$ cat config.mk
export PLATFORM = sky130hd
export DESIGN_NAME = puon_rst_seq
export DESIGN_NICKNAME = d
export VERILOG_FILES = /design/src/rtl/puon_rst_seq.sv
export SDC_FILE = /design/constraint.sdc
export NUM_CORES = 1
export LEC_CHECK = 0
export BUFFER_PORTS_ARGS = -buffer_cell sky130_fd_sc_hd__clkbuf_2
export CELL_PAD_IN_SITES_DETAIL_PLACEMENT = 1
export CELL_PAD_IN_SITES_GLOBAL_PLACEMENT = 1
export CORE_ASPECT_RATIO = 1.25
export CORE_MARGIN = 1
export CORE_UTILIZATION = 38
export CTS_CLUSTER_DIAMETER = 150
export DETAILED_ROUTE_END_ITERATION = 8
export GPL_TIMING_DRIVEN = 1
export HOLD_SLACK_MARGIN = 0.05
export PLACE_DENSITY = 0.73
export RECOVER_POWER = 25
export SLEW_MARGIN = 20
export SYNTH_ARGS = -nofsm -noshare
export SYNTH_HDL_FRONTEND = slang
export SYNTH_SLANG_ARGS = --single-unit
$ cat constraint.sdc
create_clock -name clk -period 2.1 [get_ports clk]
set_clock_uncertainty 0.1 [all_clocks]
set_input_delay 0.105 -clock clk [delete_from_list [all_inputs] [get_ports clk]]
set_output_delay 0.105 -clock clk [all_outputs]
set_load 0.05 [all_outputs]
$ cat src/rtl/puon_rst_seq.sv
// Power-on / CPU reset sequencer: POR -> HOLD -> RUN, with watchdog and
// software reset pulses (SRST) that re-run the CPU-hold phase in place.
module puon_rst_seq #(
  parameter int PUON_CYCLES  = 16,
  parameter int CPURS_CYCLES = 8,
  parameter int SRST_CYCLES  = 4,
  parameter int CE_DIV       = 4,
  parameter int CNT_W        = 8
) (
  input  logic       clk,
  input  logic       RESB,
  input  logic       WDT_RST,
  input  logic       SRST_REQ,
  output logic       SRST_ACK,
  output logic       PUONOUT,
  output logic       CPURSOUTB,
  output logic       CE0,
  output logic       CLK30MHz,
  output logic [1:0] seq_state,
  output logic [1:0] rst_cause
);

  typedef enum logic [1:0] {
    ST_POR  = 2'b00,
    ST_HOLD = 2'b01,
    ST_RUN  = 2'b10,
    ST_SRST = 2'b11
  } state_t;

  localparam logic [1:0] CAUSE_SW  = 2'b01;
  localparam logic [1:0] CAUSE_WDT = 2'b10;

  // Terminal counts: the phase ends on the edge where cnt == N-1.
  localparam logic [CNT_W-1:0] PUON_LAST  = CNT_W'(PUON_CYCLES - 1);
  localparam logic [CNT_W-1:0] CPURS_LAST = CNT_W'(CPURS_CYCLES - 1);
  localparam logic [CNT_W-1:0] SRST_LAST  = CNT_W'(SRST_CYCLES - 1);
  localparam logic [CNT_W-1:0] CE_LAST    = CNT_W'(CE_DIV - 1);

  state_t           state;
  logic [CNT_W-1:0] cnt;

  assign seq_state = state;

  // SRST_REQ/SRST_ACK is a 4-phase handshake: a request is taken only in RUN
  // with ACK low; ACK then stays high until REQ is sampled low, and clears on
  // that edge regardless of state. A request blocked by a watchdog stays
  // pending because the requester keeps REQ high.
  always_ff @(posedge clk or negedge RESB) begin
    if (!RESB) begin
      state     <= ST_POR;
      cnt       <= '0;
      PUONOUT   <= 1'b0;
      CPURSOUTB <= 1'b0;
      CE0       <= 1'b0;
      CLK30MHz  <= 1'b0;
      SRST_ACK  <= 1'b0;
      rst_cause <= 2'b00;
    end else begin
      CE0      <= 1'b0;
      CLK30MHz <= 1'b0;
      if (SRST_ACK && !SRST_REQ) begin
        SRST_ACK <= 1'b0;
      end
      case (state)
        ST_POR: begin
          if (cnt == PUON_LAST) begin
            state   <= ST_HOLD;
            cnt     <= '0;
            PUONOUT <= 1'b1;
          end else begin
            cnt <= cnt + 1'b1;
          end
        end
        ST_HOLD: begin
          if (WDT_RST) begin
            state     <= ST_SRST;
            cnt       <= '0;
            rst_cause <= CAUSE_WDT;
          end else if (cnt == CPURS_LAST) begin
            state     <= ST_RUN;
            cnt       <= '0;
            CPURSOUTB <= 1'b1;
          end else begin
            cnt <= cnt + 1'b1;
          end
        end
        ST_RUN: begin
          if (WDT_RST) begin
            state     <= ST_SRST;
            cnt       <= '0;
            CPURSOUTB <= 1'b0;
            rst_cause <= CAUSE_WDT;
          end else if (SRST_REQ && !SRST_ACK) begin
            state     <= ST_SRST;
            cnt       <= '0;
            CPURSOUTB <= 1'b0;
            rst_cause <= CAUSE_SW;
            SRST_ACK  <= 1'b1;
          end else begin
            // In RUN the phase counter doubles as the CE0 divider.
            CLK30MHz <= ~CLK30MHz;
            if (cnt == CE_LAST) begin
              cnt <= '0;
              CE0 <= 1'b1;
            end else begin
              cnt <= cnt + 1'b1;
            end
          end
        end
        ST_SRST: begin
          if (WDT_RST) begin
            cnt       <= '0;
            rst_cause <= CAUSE_WDT;
          end else if (cnt == SRST_LAST) begin
            state <= ST_HOLD;
            cnt   <= '0;
          end else begin
            cnt <= cnt + 1'b1;
          end
        end
      endcase
    end
  end

endmodule

==> reports/qor.log <==
INFO  run_status     outcome=completed
INFO  placement      port_buffers=12
INFO  sta            max_clock_freq=478MHz
INFO  worst_setup_path arrival=2180ps
INFO  worst_setup_path cp-endpoint=seq_state[0]
INFO  finish         finalInstanceArea=0.00115sqmm
INFO  sta            report.final.setup_viol=0
INFO  synth          synthesis.area=933squm
INFO  clock_network  cts_tree=yes
INFO  sta            min_period=2090ps
INFO  worst_setup_path timing.critical_path.fanout_max=5
INFO  routing        detail_route.wirelength=2020microns
INFO  synth          share_of_the_synthesized_area_in_compound_gates_ao_oa_aoi_oai=15.4%
INFO  synth          postSynthCellCount=89
INFO  sta            rsz0062_at_grt=yes
INFO  routing        initial_drc_count=2
INFO  placement      placed_cell_count=137
INFO  synth          mappedNetlistNets=99
INFO  synth          post_synth.cell_area_avg=10.5squm
INFO  finish         areaGrowthSynthToFinish=23.3%
INFO  clock_network  cts_htree_levels=1
INFO  synth          main_combinational_cell_family_by_area_after_synthesis=simple AND/OR/NAND/NOR gates
INFO  placement      post_dp_cell_area=0.00107sqmm
INFO  synth          register_area_share_after_synthesis=45.6%
INFO  placement      dpl.hpwl=1560microns
INFO  synth          synth.area.top_cells=sky130_fd_sc_hd__dfrtp_1, sky130_fd_sc_hd__ha_1, sky130_fd_sc_hd__nor2_1, sky130_fd_sc_hd__mux2i_1, sky130_fd_sc_hd__xnor2_1
INFO  routing        number_of_antenna_violating_nets_in_the_routed_design=0
INFO  sta            tightestPinTransition=905ps
INFO  die            start_util=41.3%
INFO  clock_network  cts_inserted_buffers=3
INFO  clock_network  worst_skew_pair.late_latency=300ps
INFO  global_routing grt_remaining_overflow=0
INFO  sta            final_count_of_hold_timing_violations=0
INFO  die            dieWidth=46.3microns
INFO  worst_setup_path r2r-end=seq_state[0]
INFO  job            timing.max_cap.violations=0
INFO  sta            final_count_of_pins_violating_max_slew=0
INFO  sta            fin_setup_tns=0ps
INFO  global_routing global_route.usage.total=18.2%
INFO  clock_network  clkTransAtPathRegs=100ps
INFO  synth          synth-edff-count=0
INFO  power          ir_drop=0.000658V
INFO  routing        num_vias=737
INFO  synth          asyncSetResetFlopFracSynth=100%
INFO  routing        viasPerCell=5.15
INFO  synth          muxShareOfSynthArea=3.22%
INFO  power          leakagePower=0.546nW
INFO  clock_network  clock_sinks=17
INFO  synth          yosys_most_used_dff=sky130_fd_sc_hd__dfrtp_1
INFO  finish         final_layout_size_suffix_gt1_share=27.7%
INFO  worst_setup_path worst_r2r_startpoint=cnt[5]
INFO  synth          synthesis.yosys.warnings=0
INFO  synth          area_share_of_the_largest_cell_type_after_synthesis=45.6%
INFO  synth          yosys.area.top_type=sky130_fd_sc_hd__dfrtp_1
INFO  clock_network  cts-root-buf=sky130_fd_sc_hd__clkbuf_4
INFO  routing        wire_per_inst=14.1microns
INFO  synth          ys_top_cells_by_count=sky130_fd_sc_hd__dfrtp_1, sky130_fd_sc_hd__nor2_1, sky130_fd_sc_hd__ha_1
INFO  routing        remaining_drc_errors=0
INFO  worst_setup_path cell_depth_of_the_worst_flop_to_flop_path=5
INFO  sta            relSlewSlack=39.7%
INFO  finish         design.final.nets=123
INFO  die            placement_rows=19
INFO  synth          postSynthRegisterBits=17
INFO  power          power_per_unit_of_standard_cell_area=1230mW/mm^2
INFO  global_routing grt_first_pass_wirelength=3470microns
INFO  finish         layout.area.seq=425squm
INFO  finish         layoutNonFillerInstCount=143
INFO  worst_setup_path regToRegSetupSlack=7ps
INFO  die            dieArea=0.00266sqmm
INFO  synth          synth_xor_xnor_area_share=4.69%
INFO  global_routing grt_start_max_net_pins=18
INFO  finish         multiInputGateArea=510squm
INFO  sta            post-route-period-util=99.6%
INFO  hold_path      hold_path_class=in -> reg
INFO  placement      globalplace.congestion=0.728
INFO  synth          yosys.area_share.simple=19.3%
INFO  routing        firstDrtPassIters=4
INFO  global_routing initial_antenna_violation_count=0
INFO  die            boundaryPins=13
INFO  die            floorplan.die.height=57.4microns
INFO  worst_setup_path critical_path.endpoint_type=flop
INFO  finish         antenna_cells_inserted=0
INFO  worst_setup_path startpoint_types=flop
INFO  power          totalPowerFinal=1.42mW
INFO  synth          synth_cell_types=35
INFO  worst_setup_path critical_path.startpoint=cnt[5]
INFO  global_routing via_count_of_the_first_global_routing_pass=790
INFO  die            core_area=0.00226sqmm
INFO  worst_setup_path timing_worst_setup_path_type=reg -> reg
INFO  finish         fill_cells=269
INFO  synth          adder_and_majority_cell_fraction_of_the_synthesized_area=8.04%
INFO  clock_network  ctsLongestPathBuffers=2
INFO  worst_setup_path worst_ep_required_time=2190ps
INFO  synth          post-synth-top-count-cell=sky130_fd_sc_hd__dfrtp_1
-- power breakdown --
group | total, mW | internal (mW) | switching [mW]
Clock | 0.181 | 0.0741 | 0.107
Combinational | 0.780 | 0.273 | 0.506
Sequential | 0.458 | 0.397 | 0.0608
Total | 1.42 | 0.744 | 0.674
-- worst max-delay path, cell delays in order, from the launching register on --
cell and delay [ps]:
sky130_fd_sc_hd__dfrtp_1 400, sky130_fd_sc_hd__or4_4 540, sky130_fd_sc_hd__or3b_4 450, sky130_fd_sc_hd__o31ai_4 190
sky130_fd_sc_hd__nand4_2 160, sky130_fd_sc_hd__mux2i_1 150
-- layout by cell type, fill, tap and decap left out, types with 2 or more instances in the layout --
cell type	instances
sky130_fd_sc_hd__dfrtp_1	17
sky130_fd_sc_hd__nor2_1	12
sky130_fd_sc_hd__clkbuf_2	11
sky130_fd_sc_hd__buf_4	7
sky130_fd_sc_hd__ha_1	6
sky130_fd_sc_hd__inv_1	5
sky130_fd_sc_hd__nor3_1	4
sky130_fd_sc_hd__a21oi_1	3
sky130_fd_sc_hd__nand3_1	3
sky130_fd_sc_hd__nand2_1	3
sky130_fd_sc_hd__xnor2_1	3
sky130_fd_sc_hd__mux2i_1	3
sky130_fd_sc_hd__clkbuf_4	3
sky130_fd_sc_hd__o21a_1	2
sky130_fd_sc_hd__a21o_1	2
sky130_fd_sc_hd__xor2_1	2
sky130_fd_sc_hd__o31ai_4	2
sky130_fd_sc_hd__a211oi_1	2
sky130_fd_sc_hd__clkbuf_1	2
sky130_fd_sc_hd__dlygate4sd3_1	2
-- sequential cells by signal, indices dropped and copies added (netlist names) --
signal	count
cnt	8
CLK30MHz	1
seq_state	2
SRST_ACK	1
rst_cause	2
CPURSOUTB	1
CE0	1
PUONOUT	1
-- worst min path at each step --
| stage | startpoint | to | slack [ps] | cells after the start |
|---|---|---|---|---|
| global route | WDT_RST | rst_cause[0] | 140 | 2 |
| detailed placement | RESB | CLK30MHz | -40 | 1 |
| CTS | WDT_RST | rst_cause[0] | 90 | 2 |
| floorplan | RESB | CE0 | -290 | 0 |
| finish | WDT_RST | rst_cause[0] | 90 | 2 |
| global placement | RESB | CLK30MHz | -40 | 1 |
-- metrics by stage --
| stage | util, % | hold WS, ps | worst slack [ps] |
|---|---|---|---|
| global route | 51.0 | 135 | -83.1 |
| CTS | 49.8 | 86.7 | -7.37 |
| floorplan | - | -291 | 0.623 |
| detailed placement | 47.3 | -35.2 | -91.1 |
| finish | 51.0 | 94.0 | 7.46 |
| global placement | 47.3 | -41.3 | -8.76 |
-- per-layer routing --
layer | share of wire [%] | track usage [%]
met3 | 2.1 | 2.85
met2 | 52 | 31.0
met4 | 2.8 | 8.82
met1 | 43 | 21.1
met5 | 0 | 0
-- kinds of logic after synthesis --
kind of cell / after synthesis
buffers and inverters: 7
adders and majority gates: 6
muxes: 3
AOI/OAI and AO/OA: 18
xor gates and xnor gates: 5
DFF: 17
and+or+nand+nor: 33
-- repair_timing --
item	4_1_cts	5_1_grt
hold buffers	2	0
setup endpoints to repair	7	7
hold endpoints to repair	18	0
buffers inserted	0	0
gates resized for setup	2	4
-- area by class of cell --
type	instances	share of cell area (%)
well taps	31	3.37
repair buffers	21	11.4
inverters	5	1.63
clock buffers	4	2.28
flip-flops and latches	17	37.0
multi-input cells	65	44.3
Note: power is estimated with default switching activity, not from simulation.
